File: src/rtl/display_pkg.sv
// -----------------------------------------------------------------------------
// display_pkg
//
// Shared constants for the multiplexed 7-segment display path.
//
//   HEX_SEG_TABLE : active-low {a,b,c,d,e,f,g} pattern for each hex digit 0-F
//   SEG_OFF       : all eight cathodes (segments + dp) released
//   DP_BIT        : position of the decimal point in the 8-bit segment bus
//   ANODE_OFF     : all anodes released, sized for the largest supported bank
//   idx_width()   : width of a scan index for a bank of n digits (min 1 bit)
// -----------------------------------------------------------------------------
package display_pkg;

    localparam int MAX_DIGITS = 8;

    localparam logic [7:0] SEG_OFF = 8'hFF;
    localparam int         DP_BIT  = 0;

    localparam logic [MAX_DIGITS-1:0] ANODE_OFF = '1;

    // Common-anode patterns: a cleared bit lights the segment.
    // Bit order is a (MSB) .. g (LSB).
    localparam logic [6:0] HEX_SEG_TABLE [16] = '{
        7'h01,  // 0
        7'h4F,  // 1
        7'h12,  // 2
        7'h06,  // 3
        7'h4C,  // 4
        7'h24,  // 5
        7'h20,  // 6
        7'h0F,  // 7
        7'h00,  // 8
        7'h04,  // 9
        7'h08,  // A
        7'h60,  // b
        7'h31,  // C
        7'h42,  // d
        7'h30,  // E
        7'h38   // F
    };

    // A single-digit bank still needs a 1-bit index to keep the
    // declarations legal.
    function automatic int idx_width(input int n);
        return (n > 1) ? $clog2(n) : 1;
    endfunction

endpackage

File: src/rtl/hex2seg.sv
// -----------------------------------------------------------------------------
// hex2seg
//
// Converts a 4-bit hex number into its active-low 7-segment pattern.
//
// Ports:
//   nibble : in  [3:0]  hex digit to show
//   seg    : out [6:0]  {a,b,c,d,e,f,g}, active-low
// -----------------------------------------------------------------------------
module hex2seg
    import display_pkg::*;
(
    input  logic [3:0] nibble,
    output logic [6:0] seg
);

    assign seg = HEX_SEG_TABLE[nibble];

endmodule

File: src/rtl/scan_display_ctrl.sv
// -----------------------------------------------------------------------------
// scan_display_ctrl
//
// Time-multiplexed driver for a bank of common-anode 7-segment digits.
// Each digit owns one slot of 2^PRESCALE_LOG2 clocks, and the slots repeat
// as a frame. A new value is captured into a pending buffer and becomes
// visible only at a frame boundary, so a frame never shows a mix of old and
// new digits. Decimal points, leading-zero suppression, per-digit blink and
// PWM brightness are applied on top of the shown value.
//
// Parameters:
//   NUM_DIGITS        : digits scanned (1..8)
//   PRESCALE_LOG2     : log2 of clocks per digit slot
//   BRIGHT_W          : brightness width, must not exceed PRESCALE_LOG2
//   BLINK_FRAMES_LOG2 : log2 of frames per blink half-period (>= 1)
//
// Ports:
//   clock       : in   system clock
//   reset       : in   asynchronous reset, active-low
//   value       : in   [4*NUM_DIGITS-1:0] hex value, nibble i -> digit i
//   load        : in   capture value into the pending buffer
//   dp          : in   [NUM_DIGITS-1:0] decimal point per digit, active-high
//   lz_en       : in   leading-zero suppression enable
//   blink_mask  : in   [NUM_DIGITS-1:0] 1 = digit blinks
//   brightness  : in   [BRIGHT_W-1:0] PWM duty, 0 = 1/2^BRIGHT_W, max = full
//   disp_en     : in   0 blanks the whole display
//   digit       : out  [NUM_DIGITS-1:0] anode enables, active-low, registered
//   segment     : out  [7:0] {a,b,c,d,e,f,g,dp}, active-low, registered
//   pending     : out  a captured value is waiting for the next frame
//   frame_start : out  one-cycle pulse at the start of the digit-0 slot
// -----------------------------------------------------------------------------
module scan_display_ctrl
    import display_pkg::*;
#(
    parameter int NUM_DIGITS        = 8,
    parameter int PRESCALE_LOG2     = 11,
    parameter int BRIGHT_W          = 4,
    parameter int BLINK_FRAMES_LOG2 = 6
) (
    input  logic                    clock,
    input  logic                    reset,
    input  logic [4*NUM_DIGITS-1:0] value,
    input  logic                    load,
    input  logic [NUM_DIGITS-1:0]   dp,
    input  logic                    lz_en,
    input  logic [NUM_DIGITS-1:0]   blink_mask,
    input  logic [BRIGHT_W-1:0]     brightness,
    input  logic                    disp_en,
    output logic [NUM_DIGITS-1:0]   digit,
    output logic [7:0]              segment,
    output logic                    pending,
    output logic                    frame_start
);

    localparam int                    IDX_W      = idx_width(NUM_DIGITS);
    localparam logic [IDX_W-1:0]      LAST_IDX   = IDX_W'(NUM_DIGITS - 1);
    localparam logic [NUM_DIGITS-1:0] DIGITS_OFF = ANODE_OFF[NUM_DIGITS-1:0];

    // -------------------------------------------------------------------------
    // Scan timing
    // -------------------------------------------------------------------------
    logic [PRESCALE_LOG2-1:0]     cnt;
    logic [IDX_W-1:0]             idx;
    logic                         tick;
    logic                         frame_wrap;

    assign tick       = &cnt;
    assign frame_wrap = tick && (idx == LAST_IDX);

    // NOTE: state registers use non-blocking assignments so every flop samples
    // the values from before the edge, independent of statement order.
    always_ff @(posedge clock or negedge reset) begin
        if (!reset) begin
            cnt <= '0;
        end else begin
            cnt <= cnt + 1'b1;
        end
    end

    always_ff @(posedge clock or negedge reset) begin
        if (!reset) begin
            idx <= '0;
        end else if (tick) begin
            idx <= (idx == LAST_IDX) ? '0 : idx + 1'b1;
        end
    end

    // -------------------------------------------------------------------------
    // Double buffer
    // -------------------------------------------------------------------------
    logic [4*NUM_DIGITS-1:0] active;
    logic [4*NUM_DIGITS-1:0] pending_buf;

    // NOTE: both buffers are plain registers, not memories, and are cleared by
    // reset so a blank display follows reset rather than random segments.
    always_ff @(posedge clock or negedge reset) begin
        if (!reset) begin
            active      <= '0;
            pending_buf <= '0;
            pending     <= 1'b0;
        end else begin
            if (load) begin
                pending_buf <= value;
            end

            // A load landing on the frame boundary would otherwise sit in the
            // pending buffer for a whole extra frame; take it straight through.
            if (load && frame_wrap) begin
                active  <= value;
                pending <= 1'b0;
            end else if (load) begin
                pending <= 1'b1;
            end else if (frame_wrap && pending) begin
                active  <= pending_buf;
                pending <= 1'b0;
            end
        end
    end

    // -------------------------------------------------------------------------
    // Blink phase: toggles every 2^BLINK_FRAMES_LOG2 frames
    // -------------------------------------------------------------------------
    logic [BLINK_FRAMES_LOG2-1:0] blink_cnt;
    logic                         blink_phase;

    always_ff @(posedge clock or negedge reset) begin
        if (!reset) begin
            blink_cnt   <= '0;
            blink_phase <= 1'b0;
        end else if (frame_wrap) begin
            blink_cnt <= blink_cnt + 1'b1;
            if (&blink_cnt) begin
                blink_phase <= ~blink_phase;
            end
        end
    end

    // -------------------------------------------------------------------------
    // Leading-zero map: bit i set when nibbles i..top of active are all zero.
    // Bit 0 stays clear so a zero value still shows one "0".
    // -------------------------------------------------------------------------
    logic [NUM_DIGITS-1:0] lz_blank_vec;

    // NOTE: every combinational output gets a default before any branch or
    // loop, so no path leaves a value held and no latch is inferred.
    always_comb begin
        logic upper_zero;
        lz_blank_vec = '0;
        upper_zero   = 1'b1;
        for (int i = NUM_DIGITS - 1; i > 0; i--) begin
            upper_zero      = upper_zero & (active[4*i +: 4] == 4'h0);
            lz_blank_vec[i] = upper_zero;
        end
    end

    // -------------------------------------------------------------------------
    // Per-cycle blank decision and segment decode for the current slot
    // -------------------------------------------------------------------------
    logic [3:0] cur_nibble;
    logic [6:0] cur_pattern;
    logic       lz_sup;
    logic       blink_off;
    logic       lit;
    logic       blank;

    assign cur_nibble = active[4*idx +: 4];

    hex2seg u_hex2seg (
        .nibble (cur_nibble),
        .seg    (cur_pattern)
    );

    assign lz_sup    = lz_en & lz_blank_vec[idx];
    assign blink_off = blink_phase & blink_mask[idx];
    // PWM: compare the top bits of the slot counter against the duty level,
    // so the lit window is always at the start of each slot.
    assign lit       = (cnt[PRESCALE_LOG2-1 -: BRIGHT_W] <= brightness);
    assign blank     = !disp_en || lz_sup || blink_off || !lit;

    logic [NUM_DIGITS-1:0] digit_d;
    logic [7:0]            segment_d;

    always_comb begin
        digit_d   = DIGITS_OFF;
        segment_d = SEG_OFF;
        if (!blank) begin
            digit_d[idx]      = 1'b0;
            segment_d[7:1]    = cur_pattern;
            segment_d[DP_BIT] = ~dp[idx];
        end
    end

    // Registered pin drivers: one clean transition per clock, and at most one
    // anode enabled because digit_d has at most one cleared bit.
    always_ff @(posedge clock or negedge reset) begin
        if (!reset) begin
            digit       <= DIGITS_OFF;
            segment     <= SEG_OFF;
            frame_start <= 1'b0;
        end else begin
            digit       <= digit_d;
            segment     <= segment_d;
            frame_start <= frame_wrap;
        end
    end

endmodule

File: config.mk
export PLATFORM = sky130hd
export DESIGN_NAME = scan_display_ctrl
export DESIGN_NICKNAME = d
export VERILOG_FILES = /design/src/rtl/display_pkg.sv /design/src/rtl/hex2seg.sv /design/src/rtl/scan_display_ctrl.sv
export SDC_FILE = /design/constraint.sdc
export NUM_CORES = 1
export LEC_CHECK = 0
export CORE_MARGIN = 2
export CORE_UTILIZATION = 50
export CTS_CLUSTER_SIZE = 10
export DETAILED_ROUTE_END_ITERATION = 8
export DONT_BUFFER_PORTS = 1
export GPL_ROUTABILITY_DRIVEN = 0
export SETUP_SLACK_MARGIN = 0.15
export SKIP_LAST_GASP = 1
export SLEW_MARGIN = 0
export SYNTH_ARGS = -nofsm -noshare
export SYNTH_HDL_FRONTEND = slang
export SYNTH_SLANG_ARGS = --single-unit
File: constraint.sdc
create_clock -name clock -period 3.3 [get_ports clock]
set_input_delay 0.33 -clock clock [delete_from_list [all_inputs] [get_ports clock]]
set_output_delay 0.33 -clock clock [all_outputs]
set_load 0.01 [all_outputs]
Yosys cells after proc, flatten, opt, wreduce, memory -nomap -nowiden. Memories as Yosys holds them, arrays and structs flattened. Index checks and enable logic that the tools add are counted.

Bits of input ports: 57. Register bits after elaboration: 103. ROM bits: 112. Memories: 1.

Memory list: (name not given) (depth 16, bits a word 7, read ports 1, clocked after memory_dff 0, write ports 0, RTL line hex2seg.sv:17) `assign seg = HEX_SEG_TABLE[nibble];`.

Add/subtract/negate cells: 3. Bitwise gates (word level): 12. Shift-type cells: 1. Reductions and logical operators: 21. $lt $le $gt $ge: 4. Mux-type cells: 19. Equality and inequality tests: 2.

Operators by type and width (number): $mux W32 (3); $shiftx A32 B6 Y4 (1); $logic_not A4 Y1 (7); $mux W8 (2); $mux W7 (2); $add A11 B1 Y11 const B (1); $reduce_and A11 Y1 (1); $bmux W1 S3 (3); $and A1 B1 Y1 (8); $not A8 Y8 (1); $mux W1 (7); $reduce_and A7 Y1 (1); $add A6 B1 Y6 const B (1); $ge A5 B5 Y1 const B (1); $not A4 Y5 (1); $le A4 B4 Y1 (1); $logic_and A1 B1 Y1 (4); $lt A3 B4 Y1 const B (1); $add A3 B1 Y3 const B (1); $demux W1 S3 (1); $eq A3 B3 Y1 const B (1); $ge A3 B1 Y1 const B (1); $logic_or A1 B1 Y1 (3); $mux W3 (1); 6 further kinds (8).

Logic depth before layout (Yosys ltp).
Depth after elaboration: 14. Gate-level depth with buffers: 12.

By module. From an unflattened synthesis, not the netlist that was laid out.

Cells, all modules: 380. Area, all modules: 5003.5 um^2.

Modules (own cells, without submodules): scan_display_ctrl (area an instance 4740.8 um^2, sequential area each 2597.5 um^2, cells an instance 349, times used 1); hex2seg (area an instance 262.8 um^2, sequential area each 0.0 um^2, cells an instance 31, times used 1).

Least setup slack after synthesis. No wires, ideal clock.

Kind: reg-to-reg. Start: register idx[2]. End: register segment[3]. Library setup time: 66 ps. Cell stages (with the launch flop): 10. Arrival time: 2264 ps. Required time: 3234 ps. Period minus slack after synthesis: 2330 ps. Path slack: 970 ps. Cells stage by stage: dfrtp_1 -> buf_6 -> buf_12 -> buf_12 -> mux2i_1 -> a221oi_1 -> inv_1 -> ha_1 -> or3_1 -> nand4_1.

Word-level cells in the longest chain between the ends: 7.

Ends and longest elaborated chain: from (decl) (RTL line scan_display_ctrl.sv:63) `logic [IDX_W-1:0] idx;`; from (signal assigned) (RTL line scan_display_ctrl.sv:84) `idx <= (idx == LAST_IDX) ? '0 : idx + 1'b1;`; parallel branches: the longest is 6 deep, another holds $mem_v2 Z16 W7; $mux W8 (*) (RTL line scan_display_ctrl.sv:186) `if (!blank) begin`; via segment_d[3] (RTL line scan_display_ctrl.sv:181) `logic [7:0] segment_d;`; to (signal assigned) (RTL line scan_display_ctrl.sv:202) `segment <= segment_d;`; to (decl) (RTL line scan_display_ctrl.sv:50) `output logic [7:0] segment,`.

Mark *: on every way through the listed nets, which the timed path passes. The select of a mux whose other input is x is not followed. A chain may end at the register's enable or synchronous reset.

Final worst setup path. Same ends and word-level chain as after synthesis.

==> run summary <==
RUN STATUS
--------------------------------------------------------------------------------------
Result of the run                                                         complete, no violations

WORST SETUP PATH
--------------------------------------------------------------------------------------
Nature of the critical path startpoint                                        register
Crit-path slowest cell                                                         dfrtp_1
Series of cell instances along the critical path                          and2b_1 > a22o_1 > a22oi_1 > inv_1 > ha_1 > or3_1 > nand4_1
Required time of the worst setup path                                          3.61 ns
Cell family with most CP delay                                              flip-flops
Crit path arrival time                                                         2.88 ns
CP Launch Point                                                                 idx[2]
Origin of the critical flop-to-flop path                                        idx[2]
CP endpoint kind                                                              register
R2r worst-path depth                                                                 7
Register-to-register setup slack                                               0.73 ns
Max Fanout on Critical Path                                                         16
Logic depth of the worst path, buffers included                                      7
Buffers plus inverters on the worst setup path                                       1
Slowest cell delay on critical path                                            0.75 ns
Worst setup path category                                                   reg -> reg

CLOCK NETWORK
--------------------------------------------------------------------------------------
CTS Buffer Depth                                                                     2
Number of buffers inserted during clock tree synthesis                               9
Total number of H-tree levels                                                        3
# hold bufs at CTS                                                                   2
Number of clock sinks                                                              103
Clock slew at the register clock pins of the worst setup and hold paths        0.10 ns
TritonCTS clock tree                                                              done
Clock network latency to the later pin of the worst-skew pair                  0.37 ns
Buffer count from post-CTS setup fixing                                              0
Total of cells resized after clock tree synthesis                                    0
Root buffer cell                                                              clkbuf_8

LAYOUT
--------------------------------------------------------------------------------------
Most common cell after layout, fill and taps aside                             dfrtp_1
Final standard cell count with taps included and fillers excluded                  499
Highest-count cells in the layout ignoring fill and taps                  87 x dfrtp_1, 69 x mux2_2, 16 x dfstp_2
Final core utilization                                                          54.81%
Final antenna diode count                                                            0
Layout net count                                                                   436
Area taken by multi-input logic gates                                     0.002008 sq mm
Area growth from synthesis to layout                                            6.133%
Fill cell instance count of the final layout                                       772
FF/Latch Area                                                             0.002597 sq mm
Proportion of layout cells with a drive suffix above 1                          31.89%

STA
--------------------------------------------------------------------------------------
Endpoints failing hold                                                               0
Max-slew violation count                                                             0
Setup Viol. Count Final                                                              0
Unrepaired setup endpoints after global routing                                     no
Tightest slew margin relative to the limit                                      49.21%
Shortest clock period the worst path allows after layout                      2.566 ns
Setup tns final                                                                   0 ns
Highest achievable clock rate                                               0.3896 GHz
Worst setup skew after layout                                               0.01203 ns
Final worst path period share                                                   77.77%
Actual slew at the worst max-slew pin                                        0.7567 ns

YOSYS
--------------------------------------------------------------------------------------
Adder-Cell Fraction of Synth Area                                               3.653%
Number of synthesized flops with an enable pin                                       0
Share of the synthesized area in the top cell type                              45.41%
Cells taking the most area after synthesis                                dfrtp_1 45%, mux2_2 16%, dfstp_2 8.8%
Distinct cell type count after synthesis                                            53
Synth Area in Compound Gates                                                    6.524%
Avg Synthesized Cell Area                                                  13.17 sq um
Proportion of synthesized chip area in sequential cells                         54.18%
Share of the synthesized netlist area taken by xor and xnor gates               2.740%
Asr flop ratio synth                                                            100.0%
Number of synthesized register bits                                                103
Synth Area in Simple Gates                                                      8.116%
Cell taking the most area after synthesis                                      dfrtp_1
Multiplexer share of the synthesized area                                       20.85%
Main combinational cell family by area after synthesis                    multiplexers
Synthesized area                                                          0.004795 sq mm
Primary flip-flop cell chosen by synthesis mapping                             dfrtp_1
Syn_nets                                                                           435
Post-Synthesis Cells                                                               364
Warnings, synthesis                                                                  0

MIN PATH
--------------------------------------------------------------------------------------
Min-Delay Path Class                                                         in -> reg
Hold Startpoint                                                                   load
Number of cells on the worst hold path                                               2

DIE
--------------------------------------------------------------------------------------
Initial cell density of the core                                                51.64%
Horizontal die dimension                                                      101.9 um
Die Height                                                                    101.9 um
Area of the die                                                           0.01039 sq mm
Area of the core                                                          0.009284 sq mm
Count of pins on the block boundary                                                 75
Row count                                                                           35

GLOBAL ROUTE
--------------------------------------------------------------------------------------
Number of global-route vias before repair                                         2929
Total global routing overflow                                                        0
Total GRT Usage                                                                 18.15%
Maximum number of pins on one net before global-route repair                       104
Number of antenna violations at the first check in global routing                    0
Wire length of the first global-routing pass                                  14570 um

PLACED DESIGN
--------------------------------------------------------------------------------------
Number of placed cells counting well taps                                          481
Buffers added on ports                                                               0
HPWL after detailed placement                                                  6182 um

ROUTE
--------------------------------------------------------------------------------------
Sum of routed wire length over all layers                                      8802 um
Drc violations                                                                       0
Vias                                                                              2800
Length of the first detailed-routing pass in iterations                              4
Routed WL per cell                                                            17.64 um
Iteration-0 DRC Markers                                                            130
Via-to-Cell Ratio                                                                5.611
Routed Antenna Nets                                                                  0

POWER AND IR DROP
--------------------------------------------------------------------------------------
Leak                                                                          2.331 nW
Largest vdd supply drop                                                       325.0 uV
Ratio of total power to cell area                                         433.7 mW/mm^2

RUN
--------------------------------------------------------------------------------------
Max cap viols                                                                        0

[synth_stat cells (7+ instances only)]
cell,instances
dfrtp_1,87
mux2_2,69
dfstp_2,16
nand2_1,15
nand3_1,15
ha_1,14
mux2i_1,14
inv_1,13
nor2_1,13
nand4_1,9
xnor2_1,8
xor2_1,7
[power breakdown]
| part | internal (mW) | switching, mW | total, mW |
|---|---|---|---|
| Clock | 0.297 | 0.473 | 0.770 |
| Combinational | 0.0518 | 0.0578 | 0.110 |
| Sequential | 1.31 | 0.0148 | 1.33 |
| Total | 1.66 | 0.546 | 2.21 |
[stage by stage]
step | total power, mW | setup slack, ns | hold WS (ns) | cell area, sq um
2_1_floorplan | 1.422 | 0.9699 | 0.03441 | 4795
3_3_place_gp | 1.432 | 0.8767 | 0.03688 | 4857
3_5_place_dp | 1.435 | 0.7675 | 0.03727 | 4857
4_1_cts | 2.240 | 0.7478 | 0.09705 | 5089
5_1_grt | 2.305 | 0.5439 | 0.08700 | 5089
6_report | 2.207 | 0.7336 | 0.1132 | 5089
[cells by family after synthesis]
family	count (synthesis)
DFF	103
muxes	87
and+or+nand+nor	75
AOI/OAI and AO/OA	39
buffers and inverters	31
xor gates and xnor gates	15
adders and majority gates	14
[worst paths after layout]
check / end
worst min register to register: blink_cnt[5]
worst max-delay path: segment[3]
worst min-delay path: pending
min in group asynchronous: blink_phase
max in group asynchronous: active[19]
worst max register to register: segment[3]
[layer usage]
metal	wire length, um	vias up	GRT usage [%]
li1	-	1312	-
met1	4228	1383	25.64
met2	3925	95	27.43
met3	573	10	6.019
met4	75	0	4.205
met5	0	-	0
[registers in the layout (all words and copies together) (netlist names)]
register / flops
active: 32
blink_cnt: 6
blink_phase: 1
cnt: 11
digit: 8
frame_start: 1
idx: 3
pending: 1
pending_buf: 32
segment: 8
[area by class of cell]
type | instances | area share [%]
Sequential cell | 103 | 51.04
Clock inverter | 7 | 1.377
Timing Repair Buffer | 7 | 1.475
Clock buffer | 9 | 2.434
Tap cell | 129 | 3.172
Inverter | 14 | 1.033
Multi-Input combinational cell | 230 | 39.46
Note: power is estimated with default switching activity, not from simulation.
